File: src/rtl/temperature_pkg.sv
// temperature_pkg: shared FSM states, default thresholds and width helper for the temperature averaging blocks
package temperature_pkg;
  typedef enum logic [1:0] {IDLE, ACCUM, DIVIDE, FINISH} temp_state_e;
  localparam int TEMP_T_LOW = 19;
  localparam int TEMP_T_HIGH = 26;
  function automatic int clog2(input int v);
    int r;
    r = 0;
    while ((1 << r) < v) r++;
    return r;
  endfunction
endpackage

File: src/rtl/temp_seq_divider.sv
// temp_seq_divider: bit-serial restoring divider, one quotient bit per cycle MSB first, fixed SUM_W-cycle latency
module temp_seq_divider
  import temperature_pkg::*;
#(
  parameter int SUM_W = 11,
  parameter int CNT_W = 3
) (
  input  logic             clk,
  input  logic             rst_n,
  input  logic             start,
  input  logic [SUM_W-1:0] dividend,
  input  logic [CNT_W-1:0] divisor,
  output logic             done,
  output logic [SUM_W-1:0] quotient,
  output logic [CNT_W-1:0] remainder
);
  localparam int IW = clog2(SUM_W + 1);
  logic [IW-1:0] iter;
  logic [CNT_W-1:0] dvs;
  logic [CNT_W:0] trial;
  logic fit;
  // quotient doubles as the dividend shift register; quotient bits enter at the LSB
  assign trial = {remainder, quotient[SUM_W-1]};
  assign fit = trial >= {1'b0, dvs};
  assign done = iter == IW'(1);
  always_ff @(posedge clk or negedge rst_n)
    if (!rst_n) begin
      iter      <= '0;
      dvs       <= '0;
      quotient  <= '0;
      remainder <= '0;
    end else if (start) begin
      iter      <= IW'(SUM_W);
      dvs       <= divisor;
      quotient  <= dividend;
      remainder <= '0;
    end else if (iter != '0) begin
      iter      <= iter - IW'(1);
      remainder <= fit ? CNT_W'(trial - {1'b0, dvs}) : trial[CNT_W-1:0];
      quotient  <= {quotient[SUM_W-2:0], fit};
    end
endmodule

File: src/rtl/temperature_avg_seq.sv
// temperature_avg_seq: snapshot N readings, accumulate enabled ones, divide serially and drive LED bar/alert.
// Define TEMP_HYST_EN for an alert with hysteresis (HYST parameter); otherwise the alert is memoryless.
module temperature_avg_seq
  import temperature_pkg::*;
#(
  parameter int N_SENSORS = 5,
  parameter int DATA_W    = 8,
  parameter int LED_W     = 8,
  parameter int LED_SHIFT = 2,
  parameter int T_LOW     = TEMP_T_LOW,
  parameter int T_HIGH    = TEMP_T_HIGH
`ifdef TEMP_HYST_EN
  , parameter int HYST    = 1
`endif
) (
  input  logic                        clk_i,
  input  logic                        rst_ni,
  input  logic                        start_i,
  input  logic [N_SENSORS*DATA_W-1:0] sensors_data_i,
  input  logic [N_SENSORS-1:0]        sensors_en_i,
  output logic                        busy_o,
  output logic                        valid_o,
  output logic [DATA_W-1:0]           avg_o,
  output logic [LED_W-1:0]            led_output_o,
  output logic                        alert_o,
  output logic                        no_sensor_o
);
  localparam int CNT_W = clog2(N_SENSORS + 1);
  localparam int SUM_W = DATA_W + CNT_W;
  temp_state_e state, state_nxt;
  logic [DATA_W-1:0] data_q [N_SENSORS];
  logic [N_SENSORS-1:0] en_q;
  logic [SUM_W-1:0] sum_q, sum_nxt, quo;
  logic [CNT_W-1:0] cnt_q, cnt_nxt, idx, rem;
  logic last, div_start, div_done, rnd, out_rng, alert_nxt;
  logic [SUM_W:0] avg_full;
  logic [DATA_W-1:0] avg_nxt;
  logic [LED_W-1:0] led_nxt;
  assign busy_o    = state != IDLE;
  assign last      = idx == CNT_W'(N_SENSORS - 1);
  assign sum_nxt   = sum_q + (en_q[idx] ? SUM_W'(data_q[idx]) : '0);
  assign cnt_nxt   = cnt_q + CNT_W'(en_q[idx]);
  assign div_start = state == ACCUM && last && cnt_nxt != '0;
  temp_seq_divider #(.SUM_W(SUM_W), .CNT_W(CNT_W)) u_div (
    .clk      (clk_i),
    .rst_n    (rst_ni),
    .start    (div_start),
    .dividend (sum_nxt),
    .divisor  (cnt_nxt),
    .done     (div_done),
    .quotient (quo),
    .remainder(rem)
  );
  // round half up: bump the quotient when the remainder is at least half the divisor
  assign rnd      = {rem, 1'b0} >= {1'b0, cnt_q};
  assign avg_full = {1'b0, quo} + (SUM_W + 1)'(rnd);
  assign avg_nxt  = cnt_q == '0 ? '0 : |avg_full[SUM_W:DATA_W] ? '1 : avg_full[DATA_W-1:0];
  for (genvar g = 0; g < LED_W; g++) begin : g_led
    assign led_nxt[g] = (32'(avg_nxt) >> LED_SHIFT) > 32'(g);
  end
  assign out_rng = int'(avg_nxt) < T_LOW || int'(avg_nxt) > T_HIGH || cnt_q == '0;
`ifdef TEMP_HYST_EN
  logic in_band;
  assign in_band   = int'(avg_nxt) >= T_LOW + HYST && int'(avg_nxt) <= T_HIGH - HYST;
  assign alert_nxt = out_rng | (alert_o & ~in_band);
`else
  assign alert_nxt = out_rng;
`endif
  always_ff @(posedge clk_i or negedge rst_ni)
    if (!rst_ni) state <= IDLE;
    else state <= state_nxt;
  always_comb begin
    state_nxt = state;
    case (state)
      IDLE:    state_nxt = start_i ? ACCUM : IDLE;
      ACCUM:   state_nxt = !last ? ACCUM : cnt_nxt != '0 ? DIVIDE : FINISH;
      DIVIDE:  state_nxt = div_done ? FINISH : DIVIDE;
      default: state_nxt = IDLE;
    endcase
  end
  always_ff @(posedge clk_i or negedge rst_ni)
    if (!rst_ni) begin
      for (int k = 0; k < N_SENSORS; k++) data_q[k] <= '0;
      en_q         <= '0;
      sum_q        <= '0;
      cnt_q        <= '0;
      idx          <= '0;
      valid_o      <= 1'b0;
      avg_o        <= '0;
      led_output_o <= '0;
      alert_o      <= 1'b0;
      no_sensor_o  <= 1'b0;
    end else begin
      valid_o <= state == FINISH;
      if (state == IDLE && start_i) begin
        for (int k = 0; k < N_SENSORS; k++) data_q[k] <= sensors_data_i[k*DATA_W +: DATA_W];
        en_q  <= sensors_en_i;
        sum_q <= '0;
        cnt_q <= '0;
        idx   <= '0;
      end
      if (state == ACCUM) begin
        sum_q <= sum_nxt;
        cnt_q <= cnt_nxt;
        idx   <= idx + CNT_W'(1);
      end
      if (state == FINISH) begin
        avg_o        <= avg_nxt;
        led_output_o <= led_nxt;
        alert_o      <= alert_nxt;
        no_sensor_o  <= cnt_q == '0;
      end
    end
endmodule

File: config.mk
export PLATFORM = sky130hd
export DESIGN_NAME = temperature_avg_seq
export DESIGN_NICKNAME = d
export VERILOG_FILES = /design/src/rtl/temperature_pkg.sv /design/src/rtl/temp_seq_divider.sv /design/src/rtl/temperature_avg_seq.sv
export SDC_FILE = /design/constraint.sdc
export NUM_CORES = 1
export LEC_CHECK = 0
export ABC_AREA = 1
export ABC_CLOCK_PERIOD_IN_PS = 3700
export CAP_MARGIN = 15
export CELL_PAD_IN_SITES_DETAIL_PLACEMENT = 0
export CELL_PAD_IN_SITES_GLOBAL_PLACEMENT = 1
export CORE_UTILIZATION = 34
export DETAILED_ROUTE_END_ITERATION = 7
export GPL_TIMING_DRIVEN = 1
export HOLD_SLACK_MARGIN = 0.03
export PLACE_DENSITY = 0.77
export SETUP_SLACK_MARGIN = 0.3
export SYNTH_ARGS = -nofsm -noshare
export SYNTH_HDL_FRONTEND = slang
export SYNTH_SLANG_ARGS = --single-unit
File: constraint.sdc
create_clock -name clk_i -period 3.7 [get_ports clk_i]
set_clock_uncertainty 0.15 [all_clocks]
set_input_delay 0.555 -clock clk_i [delete_from_list [all_inputs] [get_ports clk_i]]
set_output_delay 0.555 -clock clk_i [all_outputs]
set_load 0.05 [all_outputs]
==> flow_metrics.py <==
metrics = {
    "global_routing": {
        "grt_pass1_wl_um": 21600,
        "grt_max_degree": 63,
        "grt_usage_pct": 16.9,
        "antenna_found_initial": 0,
        "grt_pass1_vias": 4424,
        "grt_overflow": 0,
    },
    "routing": {
        "via_per_inst": 4.67,
        "drt-initial-drc-count": 211,
        "via_count": 4610,
        "finalWirelength_um": 12900,
        "routedWlPerCell_um": 13.1,
        "drcViolationCount": 0,
        "ant_nets": 0,
        "dr.pass1.iters": 4,
    },
    "critical_path": {
        "startpoint_type": "flip-flop",
        "cpPeakStageDelay_ns": 0.42,
        "crit_top_cell": "nand2_1",
        "crit_type": "reg2reg",
        "cp_max_fo": 13,
        "cp_cell_sequence": "clkinvlp_4, buf_4, a21oi_1, a221o_1, o21ai_4, nand2_1, inv_1, ha_1, fa_1, nand3_1, nand2_1, nand2_1, nand3_1, nand2_1, xor2_1, o21ai_0",
        "reg2reg_slack_ns": 0.63,
        "worstPathRequired_ns": 3.77,
        "cp-end-kind": "flip-flop",
        "cp_data_arrival_time_ns": 3.14,
        "critPathSlowestCell": "fa_1",
    },
    "pwr": {
        "ir_worst_vdd_mv": 0.382,
        "power_density_nw_per_um2": 941,
        "combPwrFrac_pct": 54.0,
        "clockPowerShare_pct": 13.8,
        "p_switching_uw": 2970,
        "intPower_uw": 3320,
        "leakage_uw": 0.00336,
        "seqPwrFrac_pct": 32.2,
        "p_sw_share_pct": 47.3,
    },
    "timing": {
        "fmax_mhz": 325,
        "tns_ns": 0,
        "slew_viol_final": 0,
        "holdWs_ns": 0.127,
        "min_period_over_period_pct": 83.1,
        "worst_slew_pin_slew_ns": 0.957,
        "finalHoldViolCount": 0,
        "worst_slack_ns": 0.627,
        "rsz0062_at_grt": "false",
        "setup_viol": 0,
        "slew_headroom_pct": 35.9,
        "period_minus_slack_ns": 3.07,
    },
    "synthesis": {
        "synthesis.nets": 773,
        "synth-main-ff-cell": "dfrtp_1",
        "syn_avg_cell_area_sq_um": 7.81,
        "yosysUniqueCellTypes": 33,
        "yosys.area.top_type": "dfrtp_1",
        "ys_seq_area_share_pct": 47.5,
        "ys_ff_latch": 104,
        "yosys_warnings": 0,
        "netlist_top_cells_count": "nand2_1 (247), dfrtp_1 (104), inv_1 (80)",
        "synth_area_sq_um": 5480,
        "yosysMostFrequentCell": "nand2_1",
        "syn_inst": 701,
        "synth_area_leaders": "dfrtp_1 (48%), nand2_1 (17%), o21ai_0 (5.6%)",
        "synthArstFlopShare_pct": 100,
        "netlist.area_leader.share_pct": 47.5,
        "synth_edf_count": 0,
    },
    "cts": {
        "cts_buffer_depth": 2,
        "cts_sinks": 104,
        "clock_latency_ns": 0.35,
        "cts_made_buffers": 9,
        "cts_tree": "done",
        "path_clk_slew_ns": 0.07,
        "htreeDepth": 3,
        "root_buffer": "clkbuf_16",
    },
    "die": {
        "coreArea_sq_um": 15800,
        "die_x_um": 129,
        "die_y_um": 129,
        "die-area_sq_um": 16600,
        "rows": 46,
        "num_io_pins": 68,
        "start_util_pct": 34.6,
    },
    "outcome": {
        "outcome": "finished clean",
    },
    "placed_design": {
        "dp_cells": 969,
        "io_buffers": 67,
        "place_ws_ns": 0.441,
        "post_dp_cell_area_sq_um": 6390,
        "dpl.hpwl_um": 9640,
        "gp_congestion": 0.812,
    },
    "layout": {
        "area_growth_pct": 22.0,
        "fillCellCount": 1597,
        "diodes": 0,
        "final_cells": 987,
        "fin_area_sq_um": 6680,
        "drive_gt1_share_pct": 6.23,
        "nets": 839,
    },
    "hold_path": {
        "hold_class": "in2async",
    },
    "job": {
        "maxCapViolations": 0,
    },
}
==> layout make-up <==
| cell class | count | area [sq um] | area share [%] |
|---|---|---|---|
| Timing Repair Buffer | 78 | 751 | 11.2 |
| Tap cell | 216 | 270 | 4.04 |
| Clock inverter | 3 | 18.8 | 0.281 |
| Inverter | 84 | 319 | 4.77 |
| Sequential cell | 104 | 2600 | 39.0 |
| Clock buffer | 12 | 236 | 3.54 |
| Multi-Input combinational cell | 490 | 2480 | 37.2 |
==> layer usage <==
layer / part of all wire (%) / wire length (um) / vias up / GRT usage [%]
li1: - / - / 2373 / -
met5: 0 / 0 / - / 0
met2: 47 / 6050 / 68 / 26.9
met1: 49 / 6290 / 2153 / 23.1
met3: 2.9 / 378 / 16 / 2.91
met4: 1.8 / 228 / 0 / 6.16
==> flip-flops by register name (all words and copies together) (netlist names) <==
| signal | count |
|---|---|
| led_output_o | 8 |
| sum_q | 11 |
| alert_o | 1 |
| valid_o | 1 |
| avg_o | 8 |
| data_q | 40 |
| en_q | 5 |
| idx | 3 |
| u_div.quotient | 11 |
| no_sensor_o | 1 |
| cnt_q | 3 |
| u_div.iter | 4 |
| u_div.dvs | 3 |
| u_div.remainder | 3 |
| state | 2 |
==> power by group through the flow <==
stage                     clock, uW  sequential (uW)  combinational [uW]
after floorplan                   0             2250                2160
after detailed placement          0             2040                3360
after global placement            0             2040                3310
final                           871             2020                3390
after global routing            942             2090                3840
after CTS                       904             2030                3380
==> final timing paths <==
| check | to | startpoint | depth (start not counted) |
|---|---|---|---|
| worst max-delay path | sum_q[10] | idx[0] | 16 |
| min in group clk_i | data_q[31] | data_q[31] | 2 |
| worst max register to register | sum_q[10] | idx[0] | 16 |
| worst min register to register | data_q[31] | data_q[31] | 2 |
| worst min-delay path | u_div.iter[2] | rst_ni | 1 |
| max in group asynchronous | data_q[28] | rst_ni | 2 |
==> critical path, delay by kind of cell (launching register included) <==
| kind | cells | cell delay (ns) |
|---|---|---|
| simple gates | 6 | 0.64 |
| fa+ha+maj | 2 | 0.64 |
| compound gates | 4 | 0.55 |
| flops | 1 | 0.39 |
| buf+inv | 3 | 0.32 |
| xor+xnor | 1 | 0.24 |
==> layout by cell type (no fill, tap or decap), types with 4 or more instances in the layout <==
cell / Yosys / routed
a21oi_1: 14 / 14
buf_4: 0 / 12
clkbuf_16: 0 / 9
clkdlybuf4s50_1: 0 / 66
dfrtp_1: 104 / 103
ha_1: 22 / 22
inv_1: 80 / 79
inv_2: 4 / 4
nand2_1: 247 / 246
nand2_2: 3 / 4
nand3_1: 21 / 20
nand3_2: 4 / 5
nand4_1: 6 / 6
nor2_1: 46 / 46
o21ai_0: 61 / 61
o221ai_1: 4 / 4
o22ai_1: 24 / 24
xnor2_1: 5 / 5
xor2_1: 7 / 7
==> cell families (layout without fill, tap and decap cells) <==
group                    count (synthesis)  in the layout  share of synthesized area, %
AO/OA/AOI/OAI                          115            115                          12.1
XOR/XNOR                                12             12                          1.92
adder cells (fa/ha/maj)                 24             24                          5.76
buffers and inverters                  107            177                          7.38
flip-flops                             104            104                          47.5
AND/OR/NAND/NOR                        339            339                          25.3
==> per-stage QoR <==
stage,total power [uW],util (%)
final,6290,42.2
after CTS,6310,42.0
after floorplan,4410,-
after global placement,5340,40.3
after detailed placement,5400,40.3
after global routing,6870,42.2
==> timing repair <==
item / 4_1_cts / 5_1_grt
gates resized for setup: 0 / 5
hold buffers: 0 / 0
buffers inserted: 0 / 3
endpoints found under the setup margin: 0 / 20
Note: power is estimated with default switching activity, not from simulation.
